==> src/rtl/wiener_mac_if.sv <==
// Coefficient-write, bin-tick, count-read and result bus between the Wiener
// receiver/decoder path (master) and wiener_mac (slave).
interface wiener_mac_if #(
  parameter int N_CH  = 128,
  parameter int N_OUT = 2
);
  localparam int AW = (N_CH > 1) ? $clog2(N_CH) : 1;
  localparam int IW = (N_OUT > 1) ? $clog2(N_OUT) : 1;

  logic          wr_ram_en;
  logic [7:0]    wr_ram_addr;
  logic [15:0]   wr_ram_data;
  logic          start;
  logic [AW-1:0] cnt_rd_addr;
  logic [7:0]    cnt_rd_data;
  logic          busy;
  logic          out_valid;
  logic [IW-1:0] out_idx;
  logic [15:0]   out_data;
  logic          start_miss;
  logic          coef_clash;

  modport master (
    output wr_ram_en, wr_ram_addr, wr_ram_data, start, cnt_rd_data,
    input  cnt_rd_addr, busy, out_valid, out_idx, out_data, start_miss, coef_clash
  );

  modport slave (
    input  wr_ram_en, wr_ram_addr, wr_ram_data, start, cnt_rd_data,
    output cnt_rd_addr, busy, out_valid, out_idx, out_data, start_miss, coef_clash
  );
endinterface

==> src/rtl/wiener_mac.sv <==
// Wiener decoder MAC: captures coefficients, computes N_OUT saturated dot products per bin tick.
// Optional macro WIENER_DBUF_EN: double-buffered coefficient banks, swapped on an accepted start.
//
// state | meaning
// IDLE  | waiting for start; busy=0
// ISSUE | one cycle per channel, count and coefficient reads issued
// DRAIN | 3 cycles flushing read/multiply/accumulate; result strobed on the 3rd
// NEXT  | folded into the last DRAIN cycle (never occupied): clear acc, o++, back to ISSUE
module wiener_mac #(
  parameter int N_CH      = 128,
  parameter int N_OUT     = 2,
  parameter int FRAC_BITS = 8,
  parameter int ACC_W     = 32
) (
  input  logic          clk_in,
  input  logic          rst,
  wiener_mac_if.slave   bus
);
  localparam int AW    = (N_CH > 1) ? $clog2(N_CH) : 1;
  localparam int IW    = (N_OUT > 1) ? $clog2(N_OUT) : 1;
  localparam int DEPTH = N_CH * N_OUT;
  localparam int PW    = 25;
  localparam logic signed [ACC_W-1:0] SAT_HI = 32767;
  localparam logic signed [ACC_W-1:0] SAT_LO = -32768;

  typedef enum logic [1:0] {IDLE, ISSUE, DRAIN, NEXT} state_t;

  state_t                   state;
  logic [AW-1:0]            ch;
  logic [IW-1:0]            o;
  logic [1:0]               dcnt;
  logic signed [ACC_W-1:0]  acc;
  logic signed [ACC_W-1:0]  acc_next;
  logic signed [ACC_W-1:0]  shifted;
  logic signed [PW-1:0]     prod;
  logic signed [15:0]       coef_q;
  logic signed [15:0]       sat_val;
  logic                     v_rd;
  logic                     v_prod;
  logic                     busy;
  logic                     out_valid;
  logic [IW-1:0]            out_idx;
  logic signed [15:0]       out_data;
  logic                     coef_clash;
  logic [7:0]               rd_addr;
  logic                     wr_ok;
  logic                     clash_set;

  assign rd_addr = 8'(int'(o) * N_CH + int'(ch));
  assign wr_ok   = bus.wr_ram_en && (int'(bus.wr_ram_addr) < DEPTH);

`ifdef WIENER_DBUF_EN
  // Writes land in the shadow bank; the MAC only ever reads the active bank.
  logic signed [15:0] coef_mem [2*DEPTH];
  logic               bank_sel;
  logic               dirty;
  logic               swap;

  assign swap      = (state == IDLE) && bus.start && dirty;
  assign clash_set = 1'b0;

  always_ff @(posedge clk_in) begin
    if (wr_ok) coef_mem[{~bank_sel, bus.wr_ram_addr}] <= $signed(bus.wr_ram_data);
    coef_q <= coef_mem[{bank_sel, rd_addr}];
  end

  always_ff @(posedge clk_in) begin
    if (!rst) begin
      bank_sel <= 1'b0;
      dirty    <= 1'b0;
    end else if (swap) begin
      bank_sel <= ~bank_sel;
      dirty    <= 1'b0;
    end else if (wr_ok) begin
      dirty    <= 1'b1;
    end
  end
`else
  logic signed [15:0] coef_mem [DEPTH];

  assign clash_set = wr_ok && (state != IDLE);

  always_ff @(posedge clk_in) begin
    if (wr_ok) coef_mem[bus.wr_ram_addr] <= $signed(bus.wr_ram_data);
    coef_q <= coef_mem[rd_addr];
  end
`endif

  always_comb begin
    acc_next = acc;
    if (v_prod) acc_next = acc + ACC_W'(prod);
    shifted = acc_next >>> FRAC_BITS;
    if (shifted > SAT_HI)      sat_val = 16'sd32767;
    else if (shifted < SAT_LO) sat_val = -16'sd32768;
    else                       sat_val = shifted[15:0];
  end

  always_ff @(posedge clk_in) begin
    if (!rst) begin
      state      <= IDLE;
      ch         <= '0;
      o          <= '0;
      dcnt       <= '0;
      acc        <= '0;
      prod       <= '0;
      v_rd       <= 1'b0;
      v_prod     <= 1'b0;
      busy       <= 1'b0;
      out_valid  <= 1'b0;
      out_idx    <= '0;
      out_data   <= '0;
      coef_clash <= 1'b0;
    end else begin
      out_valid <= 1'b0;
      v_rd      <= (state == ISSUE);
      v_prod    <= v_rd;
      prod      <= coef_q * $signed({1'b0, bus.cnt_rd_data});
      acc       <= acc_next;
      if (clash_set) coef_clash <= 1'b1;

      case (state)
        IDLE: begin
          if (bus.start) begin
            acc   <= '0;
            o     <= '0;
            ch    <= '0;
            busy  <= 1'b1;
            state <= ISSUE;
          end
        end
        ISSUE: begin
          if (ch == AW'(N_CH - 1)) begin
            dcnt  <= '0;
            state <= DRAIN;
          end else begin
            ch <= ch + 1'b1;
          end
        end
        DRAIN: begin
          dcnt <= dcnt + 1'b1;
          // Last product is folded in here so the result is visible on the 3rd drain cycle.
          if (dcnt == 2'd1) begin
            out_valid <= 1'b1;
            out_idx   <= o;
            out_data  <= sat_val;
          end
          if (dcnt == 2'd2) begin
            if (o == IW'(N_OUT - 1)) begin
              busy  <= 1'b0;
              state <= IDLE;
            end else begin
              acc   <= '0;
              o     <= o + 1'b1;
              ch    <= '0;
              state <= ISSUE;
            end
          end
        end
        default: state <= IDLE;
      endcase
    end
  end

  assign bus.cnt_rd_addr = ch;
  assign bus.busy        = busy;
  assign bus.out_valid   = out_valid;
  assign bus.out_idx     = out_idx;
  assign bus.out_data    = out_data;
  assign bus.start_miss  = bus.start && (state != IDLE);
  assign bus.coef_clash  = coef_clash;
endmodule

==> src/flat_wrapper.sv <==
// flat-port wrapper written by rule: the top's interface ports become plain ports
module wiener_mac_flat 
#(
  parameter int N_CH      = 128,
  parameter int N_OUT     = 2,
  parameter int FRAC_BITS = 8,
  parameter int ACC_W     = 32
)
  (clk_in, rst, bus_wr_ram_en, bus_wr_ram_addr, bus_wr_ram_data, bus_start, bus_cnt_rd_data, bus_cnt_rd_addr, bus_busy, bus_out_valid, bus_out_idx, bus_out_data, bus_start_miss, bus_coef_clash);
  wiener_mac_if #(.N_CH(N_CH), .N_OUT(N_OUT)) bus_i ();
  input  logic clk_in;
  input  logic rst;
  input wire logic [$bits(bus_i.wr_ram_en)-1:0] bus_wr_ram_en;
  input wire logic [$bits(bus_i.wr_ram_addr)-1:0] bus_wr_ram_addr;
  input wire logic [$bits(bus_i.wr_ram_data)-1:0] bus_wr_ram_data;
  input wire logic [$bits(bus_i.start)-1:0] bus_start;
  input wire logic [$bits(bus_i.cnt_rd_data)-1:0] bus_cnt_rd_data;
  output wire logic [$bits(bus_i.cnt_rd_addr)-1:0] bus_cnt_rd_addr;
  output wire logic [$bits(bus_i.busy)-1:0] bus_busy;
  output wire logic [$bits(bus_i.out_valid)-1:0] bus_out_valid;
  output wire logic [$bits(bus_i.out_idx)-1:0] bus_out_idx;
  output wire logic [$bits(bus_i.out_data)-1:0] bus_out_data;
  output wire logic [$bits(bus_i.start_miss)-1:0] bus_start_miss;
  output wire logic [$bits(bus_i.coef_clash)-1:0] bus_coef_clash;
  assign bus_i.wr_ram_en = bus_wr_ram_en;
  assign bus_i.wr_ram_addr = bus_wr_ram_addr;
  assign bus_i.wr_ram_data = bus_wr_ram_data;
  assign bus_i.start = bus_start;
  assign bus_i.cnt_rd_data = bus_cnt_rd_data;
  assign bus_cnt_rd_addr = bus_i.cnt_rd_addr;
  assign bus_busy = bus_i.busy;
  assign bus_out_valid = bus_i.out_valid;
  assign bus_out_idx = bus_i.out_idx;
  assign bus_out_data = bus_i.out_data;
  assign bus_start_miss = bus_i.start_miss;
  assign bus_coef_clash = bus_i.coef_clash;
  wiener_mac #(.N_CH(N_CH), .N_OUT(N_OUT), .FRAC_BITS(FRAC_BITS), .ACC_W(ACC_W)) u_core (.clk_in(clk_in), .rst(rst), .bus(bus_i));
endmodule
==> config.mk <==
export PLATFORM = sky130hd
export DESIGN_NAME = wiener_mac_flat
export DESIGN_NICKNAME = d
export VERILOG_FILES = /design/src/rtl/wiener_mac_if.sv /design/src/rtl/wiener_mac.sv /design/src/flat_wrapper.sv
export SDC_FILE = /design/constraint.sdc
export NUM_CORES = 2
export LEC_CHECK = 0
export ABC_AREA = 1
export CAP_MARGIN = 5
export CORE_AREA = 2 2 593 595
export CTS_CLUSTER_DIAMETER = 100
export DETAILED_ROUTE_END_ITERATION = 10
export DIE_AREA = 0 0 595 597
export PLACE_DENSITY = 0.66
export SLEW_MARGIN = 15
export SYNTH_ARGS = -nofsm -noshare
export SYNTH_HDL_FRONTEND = slang
export SYNTH_SLANG_ARGS = --single-unit
==> constraint.sdc <==
create_clock -name clk_in -period 6.7 [get_ports clk_in]
set_clock_uncertainty 0.15 [all_clocks]
set_input_delay 0.67 -clock clk_in [delete_from_list [all_inputs] [get_ports clk_in]]
set_output_delay 0.67 -clock clk_in [all_outputs]
set_load 0.05 [all_outputs]
# Word-level counts from Yosys, hierarchy flattened
# Memory sizes are Yosys's and may differ from the RTL's. A register that Yosys moved wholly into a read port is not among the register bits.
# Cells that the tools add are included.
# totals
wordCells,77
inputBits,36
out_inout_bits,28
mem_count,1
ram_bits,4096
reg_bits,91
# mem_list
name,words,width,read_ports,rd_clocked_by_memory_dff,wr,line_no,text
u_core.coef_mem,256,16,1,1,1,wiener_mac.sv:79,logic signed [15:0] coef_mem [DEPTH];
# op_classes
eq_ne,11
reduce_logical,14
mul,1
order_cmp,2
n_mux,30
addsub,5
# ops
cell,count
$mux W32,4
$pmux W32 S2,1
$add A32 B25 Y32,1
$mux W16,2
$mux W7,4
$mul A16 B9 Y25,1
$gt A24 B16 Y1 const B,1
$lt A24 B16 Y1 const B,1
$pmux W7 S3,1
$mux W1,10
$add A8 B7 Y8,1
$mux W2,4
$ne A2 B2 Y1 const B,4
$add A7 B1 Y7 const B,1
$eq A7 B7 Y1 const B,1
$pmux W2 S3,1
$reduce_and A2 Y1,3
$reduce_and A3 Y1,2
$reduce_bool A2 Y1,3
$reduce_and A5 Y1,1
$eq A2 B1 Y1 const B,2
$eq A2 B2 Y1 const B,2
$ne A2 B1 Y1 const B,2
$pmux W1 S2,2
other kinds (7),8

# Depth between registers and ports, before layout
# depth
ltp_word,5
mapped_depth,23
depth_no_buf,21

# Least setup slack after synthesis
# No wires, ideal clock.
# synth_timing
path_kind,input port to flip-flop
from,input port bus_cnt_rd_data[0]
to,register u_core.prod[19]
path_buffers,2
setup_ps,115
slack_ps,1559
arrival_time_ps,4877
required_ps,6435
stages,21
cell_sequence,clkbuf_1 clkbuf_1 nand2_1 fa_1 inv_1 fa_1 fa_1 inv_1 fa_1 inv_1 ha_1 nand2_1 nor2_1 a21oi_1 o21ai_0 nand3_1 nand2_1 a21oi_1 o21bai_1 a21oi_1 o21a_1
# synth_via
elab_chain_cells,1
# synth_rtl
item,line_no,text
start: declaration,flat_wrapper.sv:17,input wire logic [$bits(bus_i.cnt_rd_data)-1:0] bus_cnt_rd_data;
$mul A16 B9 Y25,wiener_mac.sv:117,"prod <= coef_q * $signed({1'b0, bus.cnt_rd_data});"
end signal: assignment,wiener_mac.sv:117,
end: declaration,wiener_mac.sv:35,logic signed [PW-1:0] prod;
# No other way between the ends.
# A chain may end at the register's enable or synchronous reset.

# Worst setup path in the final report
# Same ends and word-level chain as after synthesis.

==> flow_summary.toml <==
[power]
max-vdd-ir-drop_mv = 0.231
power-per-cell-area_nw_per_um2 = 311
power_frac_seq = 0.492
power_switching_mw = 15.4
power.switching_fraction = 0.260
clock_power_share = 0.382
share_comb_of_total_power = 0.127
p_int_mw = 43.9
static-leakage-power_nw = 62.9

[worst_setup_path]
reg2reg_depth = 19
regToRegEndpoint = "u_core.prod[19]"
worst_r2r_startpoint = "u_core.coef_q[5]"
critical_path.startpoint = "bus_cnt_rd_data[0]"
critical_path_required_ns = 7.37
reg2reg_setup_slack_ns = 1.70
worst_setup_path_end_kind = "register"
startpoint_type = "input port"
criticalPathCategory = "in -> reg"
arrival_ns = 5.79
max_fanout_on_critical_path = 12
setup.worst_path.end = "u_core.prod[19]"

[grt]
grt_use_met3 = 0.0454
grt_util_all_layers = 0.266
antenna_found_initial = 23
grt.met2_usage = 0.412
global_route_wire_length_before_repair_mm = 707
global_route_hottest_layer = "met2"
first_global_vias = 104000
grt.overflow.total = 0
grt_max_degree = 196
met1_usage = 0.379

[synth]
synth_flop_cell = "sky130_fd_sc_hd__edfxtp_1"
synth.ff_latch_count = 4203
syn-cell-area_um2 = 170000
postSynthNetCount = 13500
synth-async-reset-ratio = 0
synth_area_leader_cell = "sky130_fd_sc_hd__edfxtp_1"
synth_largest_type_area_fraction = 0.722
yosys.cell_count.top_type = "sky130_fd_sc_hd__edfxtp_1"
synthesis.area_per_instance_um2 = 12.8
synth-seq-area-share = 0.734
synth-edff-count = 4096
netlist-cell-type-count = 47
synth-warning-count = 0
netlist_instances = 13300
synth_top_cells_by_area = "sky130_fd_sc_hd__edfxtp_1, sky130_fd_sc_hd__o21ai_0, sky130_fd_sc_hd__nor2_1"
synth_commonest_cells = "sky130_fd_sc_hd__edfxtp_1, sky130_fd_sc_hd__nor2_1, sky130_fd_sc_hd__o21ai_0"

[run]
cap_viol_max_count = 0

[clock_tree]
clock_sinks = 4203
tritoncts.num_buffers = 423
clock_transition_time_at_the_flip_flop_clock_pins_of_the_worst_setup_and_hold_paths_ns = 0.06
cts_tree = "built"
cts_setup_buffers = 0
clkLatencyLatePin_ns = 0.99
cts_resized = 0
max-clock-path-buffers = 4
ctsRootBufferMaster = "sky130_fd_sc_hd__clkbuf_16"
h-tree-depth = 5

[drt]
detail_route.drc_violations = 0
routed_wl_mm = 486
detailedRoute.firstPassIterationCount = 9
routed_wire_length_per_instance_um = 26.6
drt_iter0_markers = 15200
route.detailed.vias_per_inst = 6.16
drt.antenna.violating_nets = 0
vias = 113000

[floorplan]
chipWidth_um = 595
die-area_um2 = 355000
core-area_um2 = 349000
rows = 217
initial_core_util = 0.489
fp.dieH_um = 597
ioPinCount = 64

[timing]
layout_min_cycle_time_ns = 5.11
finalMaxSlewViolations = 0
maxClockFrequency_mhz = 196
hold_violations = 0
setup_viol = 0
rsz0062_at_grt = "no"
finalSetupTns_ns = 0
fin_crit_sh = 0.763
timing_worst_slew_pin_value_ns = 1.20
max-slew-margin-rel = 0.198

[placed_design]
dp.cells = 17500
io_buffers = 63
dpl.hpwl_mm = 273
post_dp_area_um2 = 177000
gpl.final_weighted_congestion = 0.890

[layout]
area_growth_pct = 11.8
fin_cells = 18300
finish.net_count = 13500
post_route_cells_drive_above_1_share = 0.0819
post_route_cell_area_um2 = 190000
fill_cells = 28500

[run_status]
run_status = "finished, final reports clean"

[hold_path]
timing.hold.worst_path_depth = 1
timing.hold.worst.class = "in -> reg"
==> per-stage QoR <==
step,setup slack [ns],utilization,power [mW],hold WS [ns]
after global placement,0.681,0.508,37.1,0.243
after CTS,1.61,0.546,59.4,0.0130
final,1.59,0.546,59.3,0.0224
after global routing,1.22,0.546,61.3,0.0521
after detailed placement,0.547,0.508,37.1,0.253
after floorplan,1.56,-,34.6,0.240
==> state kept, by name (all words and copies together), names as in the netlist <==
signal / count
u_core.coef_q: 16
u_core.bus.cnt_rd_addr: 7
u_core.bus.busy: 1
u_core.prod: 25
u_core.state: 2
u_core.o: 1
u_core.bus.out_data: 16
u_core.bus.out_valid: 1
u_core.bus.coef_clash: 1
u_core.bus.out_idx: 1
u_core.v_prod: 1
u_core.dcnt: 2
u_core.v_rd: 1
u_core.coef_mem: 4096
u_core.acc: 32
==> logic make-up (layout without fill, tap and decap cells) <==
| kind of cell | Yosys count | in the layout | share of synthesized area |
|---|---|---|---|
| compound gates | 3555 | 3555 | 0.120 |
| simple gates | 3979 | 3979 | 0.0927 |
| fa+ha+maj | 187 | 187 | 0.0183 |
| other cells | 0 | 20 | 0 |
| mux | 14 | 14 | 0.000822 |
| xor+xnor | 27 | 27 | 0.00139 |
| buf+inv | 1330 | 1703 | 0.0325 |
| flops | 4203 | 4203 | 0.734 |
==> layer usage <==
| metal | vias to the layer above | part of all wire |
|---|---|---|
| met3 | 922 | 0.10 |
| li1 | 49200 | - |
| met5 | - | 0.00084 |
| met1 | 56100 | 0.40 |
| met4 | 20 | 0.040 |
| met2 | 6287 | 0.46 |
==> layout by cell type (no fill, tap or decap), drive strengths merged, types with 3 or more instances in the layout <==
cell              n
o21bai            3
o211ai          119
diode            20
clkinv          199
buf             495
edfxtp         4096
nor3              8
nand2           899
o21ai          2125
xor2             13
and2              3
nor2           2480
o22ai           611
o221ai          400
mux2i            14
a221oi            4
a21o              4
dlygate4sd3       7
clkinvlp          8
or2               4
a21oi           251
fa              103
o21a              7
dfxtp           107
inv             398
nand3           532
xnor2            14
a31oi            23
clkbuf          528
o31ai             3
ha               84
nand4            51
bufinv           22
clkdlybuf4s50    46
==> power groups by stage <==
stage	logic (mW)	registers, mW	clock network (mW)
after detailed placement	7.42	29.7	0
after global placement	7.38	29.7	0
after floorplan	5.05	29.6	0
after CTS	7.48	29.1	22.8
after global routing	8.39	29.1	23.8
final	7.50	29.1	22.6
==> layout make-up <==
type,instances,area [um2],share of cell area
tap,4599,5750,0.0302
timing repair buffer,548,5110,0.0269
multi-input combinational,7762,39800,0.209
sequential,4203,125000,0.657
antenna,20,50.0,0.000263
clock inverter,248,2040,0.0107
inverter,379,1460,0.00769
clock buffer,528,11100,0.0581
==> timing repair <==
item                                   CTS  global route
endpoints found under the hold margin  112             0
setup endpoints to repair                0             0
hold buffers                             7             0
==> worst min path at each step <==
stage                              from                  endpoint  slack, ns
CTS                  bus_wr_ram_data[1]   u_core.coef_mem[109][1]       0.01
global route         bus_wr_ram_data[3]   u_core.coef_mem[167][3]       0.05
global placement            u_core.v_rd             u_core.v_prod       0.24
finish              bus_wr_ram_data[12]  u_core.coef_mem[161][12]       0.02
detailed placement          u_core.v_rd             u_core.v_prod       0.25
floorplan                   u_core.v_rd             u_core.v_prod       0.24
==> critical path, cell delays in order <==
cell and delay (ns):
sky130_fd_sc_hd__clkdlybuf4s50_1 0.86, sky130_fd_sc_hd__nand2_1 0.16, sky130_fd_sc_hd__fa_1 0.55, sky130_fd_sc_hd__inv_1 0.06, sky130_fd_sc_hd__fa_1 0.49, sky130_fd_sc_hd__fa_1 0.56, sky130_fd_sc_hd__inv_1 0.05, sky130_fd_sc_hd__fa_1 0.48
sky130_fd_sc_hd__inv_1 0.04, sky130_fd_sc_hd__ha_1 0.37, sky130_fd_sc_hd__nand2_1 0.07, sky130_fd_sc_hd__nor2_1 0.20, sky130_fd_sc_hd__a21oi_1 0.14, sky130_fd_sc_hd__o21ai_0 0.28, sky130_fd_sc_hd__nand3_1 0.12, sky130_fd_sc_hd__nand2_1 0.13
sky130_fd_sc_hd__a21oi_1 0.11, sky130_fd_sc_hd__o21bai_1 0.19, sky130_fd_sc_hd__a21oi_1 0.09, sky130_fd_sc_hd__o21a_1 0.15
Power figures use the tool's default switching activity.
